[src/rtl/zoom_pkg.sv]
// Shared types and frame-size helpers for the zoom output stream stages.
// Used by zoom_stream_fifo and zoom_frame_streamer.
package zoom_pkg;

  localparam int DATA_W = 8;

  function automatic int out_width(input int largura, input int zoom);
    return largura * zoom;
  endfunction

  function automatic int out_height(input int altura, input int zoom);
    return altura * zoom;
  endfunction

  function automatic int frame_pixels(input int largura, input int altura, input int zoom);
    return out_width(largura, zoom) * out_height(altura, zoom);
  endfunction

  // Smallest address width that can reach every pixel of an n-pixel frame.
  function automatic int min_addr_w(input int n);
    return (n <= 1) ? 1 : $clog2(n);
  endfunction

  typedef struct packed {
    logic [DATA_W-1:0] pixel;
    logic              sof;
    logic              eol;
    logic              eof;
  } beat_t;

  typedef enum logic [1:0] {
    IDLE,
    RUN,
    DRAIN,
    DONE
  } state_e;

endpackage

[src/rtl/zoom_stream_fifo.sv]
// Two-entry FIFO of pixel beats; push and pop in the same cycle keep the count
// unchanged and preserve order.
module zoom_stream_fifo
  import zoom_pkg::*;
(
  input  logic       clock,
  input  logic       reset,
  input  logic       push,
  input  beat_t      push_beat,
  input  logic       pop,
  output beat_t      head,
  output logic [1:0] count
);

  beat_t      mem_q [2];
  logic       wr_q;
  logic       rd_q;
  logic [1:0] count_q;
  logic       do_push;
  logic       do_pop;

  assign do_pop  = pop && (count_q != 2'd0);
  assign do_push = push && ((count_q != 2'd2) || do_pop);

  // Entries reset to zero so an empty FIFO presents a zero head beat.
  always_ff @(posedge clock or negedge reset) begin
    if (!reset) begin
      mem_q[0] <= '0;
      mem_q[1] <= '0;
      wr_q     <= 1'b0;
      rd_q     <= 1'b0;
      count_q  <= 2'd0;
    end else begin
      if (do_push) begin
        mem_q[wr_q] <= push_beat;
        wr_q        <= ~wr_q;
      end
      if (do_pop) begin
        rd_q <= ~rd_q;
      end
      count_q <= count_q + 2'(do_push) - 2'(do_pop);
    end
  end

  assign head  = mem_q[rd_q];
  assign count = count_q;

endmodule

[src/rtl/zoom_frame_streamer.sv]
// Reads the zoomed frame buffer in raster order and emits it as a valid/ready stream
// with sof/eol/eof markers. Define ZOOM_STREAM_CHECKSUM_EN to add the frame_sum output.
module zoom_frame_streamer
  import zoom_pkg::*;
#(
  parameter int largura  = 2,
  parameter int altura   = 2,
  parameter int zoom     = 2,
  parameter int nlargura = out_width(largura, zoom),
  parameter int naltura  = out_height(altura, zoom),
  parameter int DATA_W   = zoom_pkg::DATA_W,
  parameter int ADDR_W   = 11
) (
  input  logic              clock,
  input  logic              reset,
  input  logic              start,
  output logic              busy,
  output logic              done,
  output logic              rd_en,
  output logic [ADDR_W-1:0] rd_addr,
  input  logic [DATA_W-1:0] rd_data,
  output logic              out_valid,
  input  logic              out_ready,
  output logic [DATA_W-1:0] out_pixel,
  output logic              out_sof,
  output logic              out_eol,
  output logic              out_eof
`ifdef ZOOM_STREAM_CHECKSUM_EN
  ,
  output logic [15:0]       frame_sum
`endif
);

  localparam int                N         = nlargura * naltura;
  localparam logic [ADDR_W-1:0] LAST_ADDR = ADDR_W'(N - 1);
  localparam logic [ADDR_W-1:0] LAST_COL  = ADDR_W'(nlargura - 1);

  state_e            state_q, state_d;
  logic [ADDR_W-1:0] addr_q, addr_d;
  logic [ADDR_W-1:0] col_q, col_d;
  logic [ADDR_W-1:0] row_q, row_d;
  logic              inflight_q;
  logic [2:0]        tag_q;
  beat_t             push_beat;
  beat_t             head;
  logic [1:0]        fifo_count;
  logic              pop;
  logic [2:0]        occupancy;

  assign pop       = out_valid && out_ready;
  // The slot freed by this cycle's pop counts as space, keeping one pixel per cycle.
  assign occupancy = {1'b0, fifo_count} + {2'b00, inflight_q} - {2'b00, pop};

  always_comb begin
    state_d = state_q;
    addr_d  = addr_q;
    col_d   = col_q;
    row_d   = row_q;
    busy    = 1'b0;
    done    = 1'b0;
    rd_en   = 1'b0;
    case (state_q)
      IDLE: begin
        if (start) begin
          state_d = RUN;
          addr_d  = '0;
          col_d   = '0;
          row_d   = '0;
        end
      end
      RUN: begin
        busy  = 1'b1;
        rd_en = (occupancy < 3'd2);
        if (rd_en) begin
          if (addr_q == LAST_ADDR) begin
            state_d = DRAIN;
          end else begin
            addr_d = addr_q + 1'b1;
            if (col_q == LAST_COL) begin
              col_d = '0;
              row_d = row_q + 1'b1;
            end else begin
              col_d = col_q + 1'b1;
            end
          end
        end
      end
      DRAIN: begin
        busy = 1'b1;
        if (pop && head.eof) begin
          state_d = DONE;
        end
      end
      DONE: begin
        done    = 1'b1;
        state_d = IDLE;
      end
      default: state_d = IDLE;
    endcase
  end

  // Flags are captured from the issuing address so they travel with the returning data.
  always_ff @(posedge clock or negedge reset) begin
    if (!reset) begin
      state_q    <= IDLE;
      addr_q     <= '0;
      col_q      <= '0;
      row_q      <= '0;
      inflight_q <= 1'b0;
      tag_q      <= '0;
    end else begin
      state_q    <= state_d;
      addr_q     <= addr_d;
      col_q      <= col_d;
      row_q      <= row_d;
      inflight_q <= rd_en;
      if (rd_en) begin
        tag_q <= {addr_q == '0, col_q == LAST_COL, addr_q == LAST_ADDR};
      end
    end
  end

  assign push_beat = '{pixel: rd_data, sof: tag_q[2], eol: tag_q[1], eof: tag_q[0]};

  zoom_stream_fifo u_fifo (
    .clock     (clock),
    .reset     (reset),
    .push      (inflight_q),
    .push_beat (push_beat),
    .pop       (pop),
    .head      (head),
    .count     (fifo_count)
  );

  assign rd_addr   = addr_q;
  assign out_valid = (fifo_count != 2'd0);
  assign out_pixel = head.pixel;
  assign out_sof   = out_valid && head.sof;
  assign out_eol   = out_valid && head.eol;
  assign out_eof   = out_valid && head.eof;

`ifdef ZOOM_STREAM_CHECKSUM_EN
  logic [15:0] sum_q;

  always_ff @(posedge clock or negedge reset) begin
    if (!reset) begin
      sum_q <= '0;
    end else if (state_q == IDLE && start) begin
      sum_q <= '0;
    end else if (pop) begin
      sum_q <= sum_q + 16'(head.pixel);
    end
  end

  assign frame_sum = sum_q;
`endif

endmodule

[config.mk]
export PLATFORM = sky130hd
export DESIGN_NAME = zoom_frame_streamer
export DESIGN_NICKNAME = d
export VERILOG_FILES = /design/src/rtl/zoom_pkg.sv /design/src/rtl/zoom_stream_fifo.sv /design/src/rtl/zoom_frame_streamer.sv
export SDC_FILE = /design/constraint.sdc
export NUM_CORES = 1
export LEC_CHECK = 0
export BUFFER_PORTS_ARGS = -buffer_cell sky130_fd_sc_hd__buf_2
export CAP_MARGIN = 20
export CORE_ASPECT_RATIO = 0.9
export CORE_UTILIZATION = 35
export DETAILED_ROUTE_END_ITERATION = 8
export PLACE_DENSITY = 0.6
export SETUP_SLACK_MARGIN = 0.2
export SYNTH_ARGS = -nofsm -noshare
export SYNTH_HDL_FRONTEND = slang
export SYNTH_SLANG_ARGS = --single-unit
[constraint.sdc]
create_clock -name clock -period 4.25 [get_ports clock]
set_input_delay 0.425 -clock clock [delete_from_list [all_inputs] [get_ports clock]]
set_output_delay 0.425 -clock clock [all_outputs]
set_load 0.01 [all_outputs]
==> flow_metrics.tcl, run 1 <==
set metrics [dict create \
    seq_area_um2 1350 \
    synth_cell_type_count 51 \
    syn_avg_cell_area_um2 11.0 \
    synth_edf_count 0 \
    cap_viol_max_count 0 \
    slew_violations 0 \
    critPathMostFrequentCell "inv_1" \
    final_antenna_net_count 0 \
    finalNetCount 326 \
    worst_slew_pin_slew_ps 958 \
    cts.sinks 54 \
    drtIter0Drc 144 \
    hold_buffers 0 \
    worstSkewPairLatency_ps 310 \
    port_buffers 37 \
    track_usage 0.155 \
    path_class "flop to primary output" \
    cp_num_cells 9 \
    cts_buffers 5 \
    status "complete, no violations" \
    ys_seq_area_frac 0.456 \
    setup_tns_ps 0 \
    dr.pass1.iters 5 \
    antenna_found_initial 0 \
    layout_min_cycle_time_ps 3300 \
    fin_util 0.409 \
    ctsHtreeMaxLevel 2 \
    ys_ff_latch 54 \
    p_per_area_nw_per_um2 688 \
    max_stage_delay_ps 450 \
    final-setup-viol-count 0 \
    synth.top_cell.area_share 0.456 \
    skew_ps 3.11 \
    cts_tree "done" \
    fmax_ghz 0.303 \
    syn_to_final_growth_pct 12.0 \
    synth_area_leaders "dfrtp_1 (46%), mux2_2 (12%), ha_1 (4.6%)" \
    cp_num_buf_inv 3 \
    drive_above_1_share 0.287 \
    synth_fp_nets 294 \
    path_cells "o21ai_0 -> inv_1 -> ha_1 -> nor2b_1 -> fa_1 -> nand2b_1 -> or2_2 -> inv_1 -> buf_2" \
    required_ps 3830 \
    grt_max_degree 55 \
    vias_per_cell 5.60 \
    path_delay_family "adder cells" \
    wl_mm 6.43 \
    syn_inst 270 \
    arrival_ps 2870 \
    core-area_um2 8110 \
    antenna_cells 0 \
    crit_path_end_kind "primary output" \
    r2r_cells 9 \
    vdd_ir_drop_max_mv 0.307 \
    final_cells 402 \
    dp_cells 394 \
    grt_first_pass_wirelength_mm 10.8 \
    vias 2252 \
    fin_crit_sh 0.776 \
    place_congestion 0.827 \
    clockBufferDepth 2 \
    die_area_um2 8830 \
    cts_resized 0 \
    wire_per_inst_um 16.0 \
    root_buffer "clkbuf_8" \
    rows 31 \
    cts_setup_buffers 0 \
    mappedNetlistArea_um2 2960 \
    boundaryPins 38 \
    clk_pin_slew_ps 100 \
    initial_core_util 0.365 \
    whs_ps 225 \
    cpMaxStageDelayCell "dfrtp_1" \
    die_w_um 98.9 \
    hold_viol_final 0 \
    async_flop_share 1.00 \
    dpl.hpwl_mm 4.51 \
    rsz0062_at_grt "no" \
    drc 0 \
    synthFlopType "dfrtp_1" \
    hold_path.class "primary input to asynchronous set/reset pin" \
    fillers 807 \
    power_mw 2.28 \
    path_max_fanout 7 \
    yosys.area.top_type "dfrtp_1" \
    die_h_um 89.3 \
    grt_pass1_vias 2070 \
    multiInputGateArea_um2 1480 \
    power_leakage_nw 1.47 \
    cp-start-kind "flop" \
    synth_warnings 0 \
    grt_overflow_total 0 \
    maxSlewHeadroom 0.359 \
]
[final timing paths]
kind,startpoint,slack (ps),to
worst max-delay path,u_fifo.count[1],950,rd_en
min in group clock,rd_data[4],360,u_fifo.mem_q[18]
max in group asynchronous,reset,3580,rd_addr[0]
worst min-delay path,reset,220,u_fifo.wr_q
worst max register to register,u_fifo.count[1],960,col_q[9]
worst min register to register,tag_q[1],510,tag_q[1]
[layout by cell type, fill, tap and decap left out, types with 4 or more instances in the layout]
master and n:
dfrtp_1 54, buf_2 37, mux2_2 31, inv_1 15
nor2_1 14, nand2_1 14, ha_1 11, nand4_1 9
nand3_1 8, a22o_1 8, xnor2_1 7, o211ai_1 7
o31ai_1 6, mux2i_1 6, o21ai_0 5, o41ai_1 5
clkbuf_8 5, nor4_1 4, nor3_1 4, a221o_1 4
[cell usage after synthesis (all sizes together), types with 3 or more instances]
cell type  number
nand4           9
dfrtp          54
clkbuf         10
mux2           31
mux2i           6
o21ai           6
inv            15
nor4            4
o211ai          7
a221o           4
nor2b           3
o31ai           6
nand3           8
nand2          14
a22o            8
and3            4
buf             5
xnor2           7
or4             5
ha             11
nor2           14
nor3            4
nand2b          3
or3             3
o41ai           5
[sequential cells by signal (all words and copies together), names as in the netlist]
name and count:
rd_addr 11, inflight_q 1, u_fifo.count 2, tag_q 3
u_fifo.mem_q 22, u_fifo.wr_q 1, u_fifo.rd_q 1, state_q 2
col_q 11
[through the flow]
stage / instance area, um2 / setup WS [ps]
2_1_floorplan: 2960 / 1210
3_3_place_gp: 3220 / 1050
3_5_place_dp: 3220 / 995
4_1_cts: 3320 / 916
5_1_grt: 3320 / 743
6_report: 3320 / 952
[power breakdown]
part           leakage (nW)  switching [mW]  internal (mW)
sequential            0.645           0.158          0.676
clock                0.0506           0.188          0.124
combinational         0.776           0.612          0.523
[area by class of cell]
type | instances | share of cell area
Timing Repair Buffer | 40 | 0.0626
Clock buffer | 5 | 0.0208
Inverter | 15 | 0.0170
Multi-Input combinational cell | 186 | 0.446
Tap cell | 99 | 0.0374
Clock inverter | 3 | 0.00868
Sequential cell | 54 | 0.408
[per-layer routing]
| layer | routed length, um | GRT usage | up-vias |
|---|---|---|---|
| met3 | 372 | 0.0289 | 4 |
| met2 | 2910 | 0.242 | 81 |
| met5 | 0 | 0 | - |
| met1 | 3120 | 0.227 | 1093 |
| met4 | 29 | 0.0312 | 0 |
| li1 | - | - | 1074 |
[kinds of logic after synthesis]
| group | after synthesis | share of synthesized area |
|---|---|---|
| xor+xnor | 7 | 0.0207 |
| mux | 37 | 0.138 |
| buf+inv | 30 | 0.0440 |
| simple gates | 79 | 0.150 |
| compound gates | 51 | 0.137 |
| flops | 54 | 0.456 |
| fa+ha+maj | 12 | 0.0533 |
No activity file was read; power rests on OpenSTA's default activity.
==> run 2, diff against run 1 <==
clock period = 3.5 ns   (was 4.25 ns; I/O delays follow)
==> flow_metrics.tcl, run 2 (synthesis gave the netlist of run 1 again) <==
set metrics [dict create \
    status "complete, no violations" \
    path_cells "o21ai_0 -> inv_1 -> ha_1 -> nor2b_1 -> fa_1 -> nand2b_1 -> or3_1 -> or4b_1 -> mux2i_1" \
    wire_per_inst_um 16.3 \
    r2r_cells 9 \
    maxSlewHeadroom 0.340 \
    syn_to_final_growth_pct 12.9 \
    arrival_ps 3370 \
    drc 0 \
    setup_tns_ps 0 \
    cts.sinks 54 \
    cts_setup_buffers 0 \
    clk_pin_slew_ps 110 \
    initial_core_util 0.365 \
    grt_first_pass_wirelength_mm 11.2 \
    cap_viol_max_count 0 \
    die_w_um 98.9 \
    drtIter0Drc 97 \
    grt_overflow_total 0 \
    port_buffers 37 \
    place_area_um2 3250 \
    rsz0062_at_grt "no" \
    grt_max_degree 41 \
    dr.pass1.iters 4 \
    largest-register "u_fifo.mem_q" \
    fin_crit_sh 0.890 \
    hold_viol_final 0 \
    die_area_um2 8830 \
    cts_buffers 5 \
    layout_min_cycle_time_ps 3120 \
    rows 31 \
    wl_mm 6.62 \
    final_antenna_net_count 0 \
    worstSkewPairLatency_ps 320 \
    path_class "flop to flop" \
    cts_resized 0 \
    slew_violations 0 \
    die_h_um 89.3 \
    required_ps 3750 \
    final_cell_mix "dfrtp_1 (54), buf_2 (37), mux2_2 (31), inv_1 (15)" \
    largest_register_ffs 22 \
    grt_pass1_vias 2282 \
    layout_commonest_cell "dfrtp_1" \
    core-area_um2 8110 \
    drive_above_1_share 0.296 \
    root_buffer "clkbuf_8" \
    crit_path_end_kind "flop" \
    fmax_ghz 0.321 \
    place_congestion 0.890 \
    power_leakage_nw 1.49 \
    cpMaxStageDelayCell "or4b_1" \
    finalNetCount 330 \
    fin_area_um2 3340 \
    vias 2270 \
    track_usage 0.164 \
    p_per_area_nw_per_um2 829 \
    vdd_ir_drop_max_mv 0.407 \
    max_stage_delay_ps 560 \
    path_max_fanout 10 \
    final-setup-viol-count 0 \
    dpl.hpwl_mm 4.67 \
    cts_tree "done" \
    skew_ps 4.60 \
    antenna_found_initial 0 \
    cp-start-kind "flop" \
    hold_path.class "primary input to asynchronous set/reset pin" \
    hold_buffers 0 \
    antenna_cells 0 \
    clockBufferDepth 2 \
    vias_per_cell 5.59 \
    boundaryPins 38 \
    worst_slew_pin_slew_ps 987 \
    ctsHtreeMaxLevel 2 \
]
[run 2: cell types whose count changed in the layout (fill, tap and decap cells not counted)]
cell | previous run | this run
buf_4 | 3 | 7
inv_6 | 1 | 2
inv_8 | 1 | 0
[run 2: final cells by class]
cell class	instances	area (um2)
fillers	796	4760
multi-input cells	186	1480
flip-flops and latches	54	1350
repair buffers	44	238
well taps	99	124
clock buffers	5	68.8
inverters	15	56.3
clock inverters	3	26.3
[run 2: routing by layer]
| layer | part of all wire | wire [um] | GRT usage |
|---|---|---|---|
| met5 | 0 | 0 | 0 |
| met2 | 0.47 | 3110 | 0.274 |
| met1 | 0.48 | 3170 | 0.218 |
| met3 | 0.044 | 292 | 0.0328 |
| met4 | 0.0072 | 48 | 0.0488 |
[run 2: worst paths after layout]
kind,endpoint,startpoint,slack (ps)
worst max-delay path,col_q[9],u_fifo.count[1],380
worst min-delay path,state_q[1],reset,150
worst max register to register,col_q[9],u_fifo.count[1],380
worst min register to register,u_fifo.wr_q,u_fifo.wr_q,510
max in group asynchronous,rd_addr[8],reset,2570
min in group clock,u_fifo.mem_q[7],rd_data[4],270
[run 2: per-stage QoR]
stage                     setup WS, ps  hold WS, ps  cells  power, mW   util
final                              384          154    406       2.77  0.412
after global routing               206          226    406       3.01  0.412
after floorplan                    457         54.4    270       2.01      -
after detailed placement           410          488    398       2.42  0.401
after CTS                          394          187    406       2.81  0.412
after global placement             479          482    398       2.39  0.401
[run 2: where the power goes]
part	leakage, nW	internal [mW]	switching, mW
Clock	0.0491	0.148	0.232
Sequential	0.645	0.821	0.190
Combinational	0.796	0.639	0.742
[run 2: worst max-delay path, delay by kind of cell (launching register included)]
| family | cells | cell delay (ps) |
|---|---|---|
| compound gates | 1 | 240 |
| fa+ha+maj | 2 | 720 |
| buf+inv | 1 | 70 |
| flops | 1 | 460 |
| mux | 1 | 130 |
| simple gates | 4 | 1430 |
==> run 3, diff against run 2 <==
--- a/config.mk
+++ b/config.mk
@@ -8,8 +8,10 @@
 export BUFFER_PORTS_ARGS = -buffer_cell sky130_fd_sc_hd__buf_2
 export CAP_MARGIN = 20
+export CELL_PAD_IN_SITES_DETAIL_PLACEMENT = 0
+export CELL_PAD_IN_SITES_GLOBAL_PLACEMENT = 2
 export CORE_ASPECT_RATIO = 0.9
 export CORE_UTILIZATION = 35
 export DETAILED_ROUTE_END_ITERATION = 8
-export PLACE_DENSITY = 0.6
+export PLACE_DENSITY = 0.81
 export SETUP_SLACK_MARGIN = 0.2
 export SYNTH_ARGS = -nofsm -noshare
==> constraint.sdc (replaced) <==
create_clock -name clock -period 3.5 [get_ports clock]
set_input_delay 0.35 -clock clock [delete_from_list [all_inputs] [get_ports clock]]
set_output_delay 0.35 -clock clock [all_outputs]
set_load 0.02 [all_outputs]
==> flow_metrics.tcl, run 3 (synthesis gave the netlist of run 1 again) <==
set metrics [dict create \
    layout_min_cycle_time_ps 3100 \
    drtIter0Drc 94 \
    initial_core_util 0.365 \
    antenna_found_initial 0 \
    cts_buffers 5 \
    vias_per_cell 5.60 \
    drc 0 \
    rows 31 \
    p_per_area_nw_per_um2 864 \
    maxSlewHeadroom 0.332 \
    vdd_ir_drop_max_mv 0.394 \
    place_congestion 0.767 \
    core-area_um2 8110 \
    hold_path.class "primary input to asynchronous set/reset pin" \
    cts_setup_buffers 0 \
    cts_tree "done" \
    skew_ps 6.88 \
    cap_viol_max_count 0 \
    finalNetCount 329 \
    hold_buffers 0 \
    path_class "flop to primary output" \
    rsz0062_at_grt "no" \
    cts_resized 0 \
    root_buffer "clkbuf_8" \
    grt_overflow_total 0 \
    whs_ps 123 \
    worst_slew_pin_slew_ps 998 \
    die_w_um 98.9 \
    track_usage 0.162 \
    boundaryPins 38 \
    worstSkewPairLatency_ps 320 \
    wire_per_inst_um 16.7 \
    final_cell_mix "dfrtp_1 (54), buf_2 (37), mux2_2 (31), inv_1 (15)" \
    status "complete, no violations" \
    fillers 777 \
    wl_mm 6.78 \
    dr.pass1.iters 4 \
    fin_crit_sh 0.886 \
    cp-start-kind "flop" \
    grt_first_pass_wirelength_mm 11.0 \
    clockBufferDepth 2 \
    critical_path.startpoint "u_fifo.count[1]" \
    final_antenna_net_count 0 \
    syn_to_final_growth_pct 12.8 \
    power_leakage_nw 1.49 \
    r2r_slack_ps 400 \
    ctsHtreeMaxLevel 2 \
    antenna_cells 0 \
    die_area_um2 8830 \
    vias 2268 \
    largest_register_ffs 22 \
    slew_violations 0 \
    fin_util 0.412 \
    largest-register "u_fifo.mem_q" \
    grt_pass1_vias 2158 \
    grt_max_degree 38 \
    clk_pin_slew_ps 110 \
    arrival_ps 2750 \
    crit_path_end_kind "primary output" \
    port_buffers 37 \
    layout_commonest_cell "dfrtp_1" \
    setup_tns_ps 0 \
    drive_above_1_share 0.294 \
    dpl.hpwl_mm 4.70 \
    hold_viol_final 0 \
    fmax_ghz 0.323 \
    required_ps 3150 \
    r2r-start "u_fifo.count[1]" \
    die_h_um 89.3 \
    path_max_fanout 7 \
    cts.sinks 54 \
    final-setup-viol-count 0 \
]
==> run 3: changes by cell type in the layout (fill, tap and decap cells not counted), sizes merged <==
cell,delta
buf,-1
==> run 3: where the power goes <==
part	total, mW	leakage (nW)	switching [mW]	internal, mW
Sequential	1.01	0.645	0.190	0.821
Clock	0.389	0.0506	0.238	0.150
Combinational	1.48	0.790	0.842	0.642
==> run 3: worst paths after layout <==
path,to,depth (start not counted)
setup / recovery,rd_en,9
hold / removal,state_q[0],1
setup reg to reg,col_q[9],9
hold reg to reg,tag_q[0],2
max in group asynchronous,u_fifo.mem_q[2],2
min in group clock,u_fifo.mem_q[15],2
==> run 3: final cells by class <==
type / instances / area (um2) / area share
Multi-Input combinational cell: 186 / 1480 / 0.443
Sequential cell: 54 / 1350 / 0.405
Timing Repair Buffer: 43 / 230 / 0.0690
Tap cell: 99 / 124 / 0.0371
Clock buffer: 5 / 68.8 / 0.0206
Inverter: 15 / 56.3 / 0.0169
Clock inverter: 3 / 28.8 / 0.00862
==> run 3: layer usage <==
layer | GRT usage | wire length [um]
met2 | 0.255 | 3040
met3 | 0.0305 | 284
met5 | 0 | 0
met4 | 0.0529 | 101
met1 | 0.226 | 3350
==> run 3: worst max-delay path, cell delays in order (launching register included) <==
cell,delay (ps)
dfrtp_1,450
o21ai_0,240
inv_1,70
ha_1,270
nor2b_1,140
fa_1,450
nand2b_1,190
or2_2,360
inv_1,90
buf_2,170
==> run 3: metrics by stage <==
step	total power, mW	cell area [um2]	worst slack, ps	instances
floorplan	2.11	2960	457	270
global placement	2.49	3240	484	397
detailed placement	2.51	3240	429	397
CTS	2.91	3340	351	405
global route	3.12	3340	210	405
finish	2.88	3340	400	405
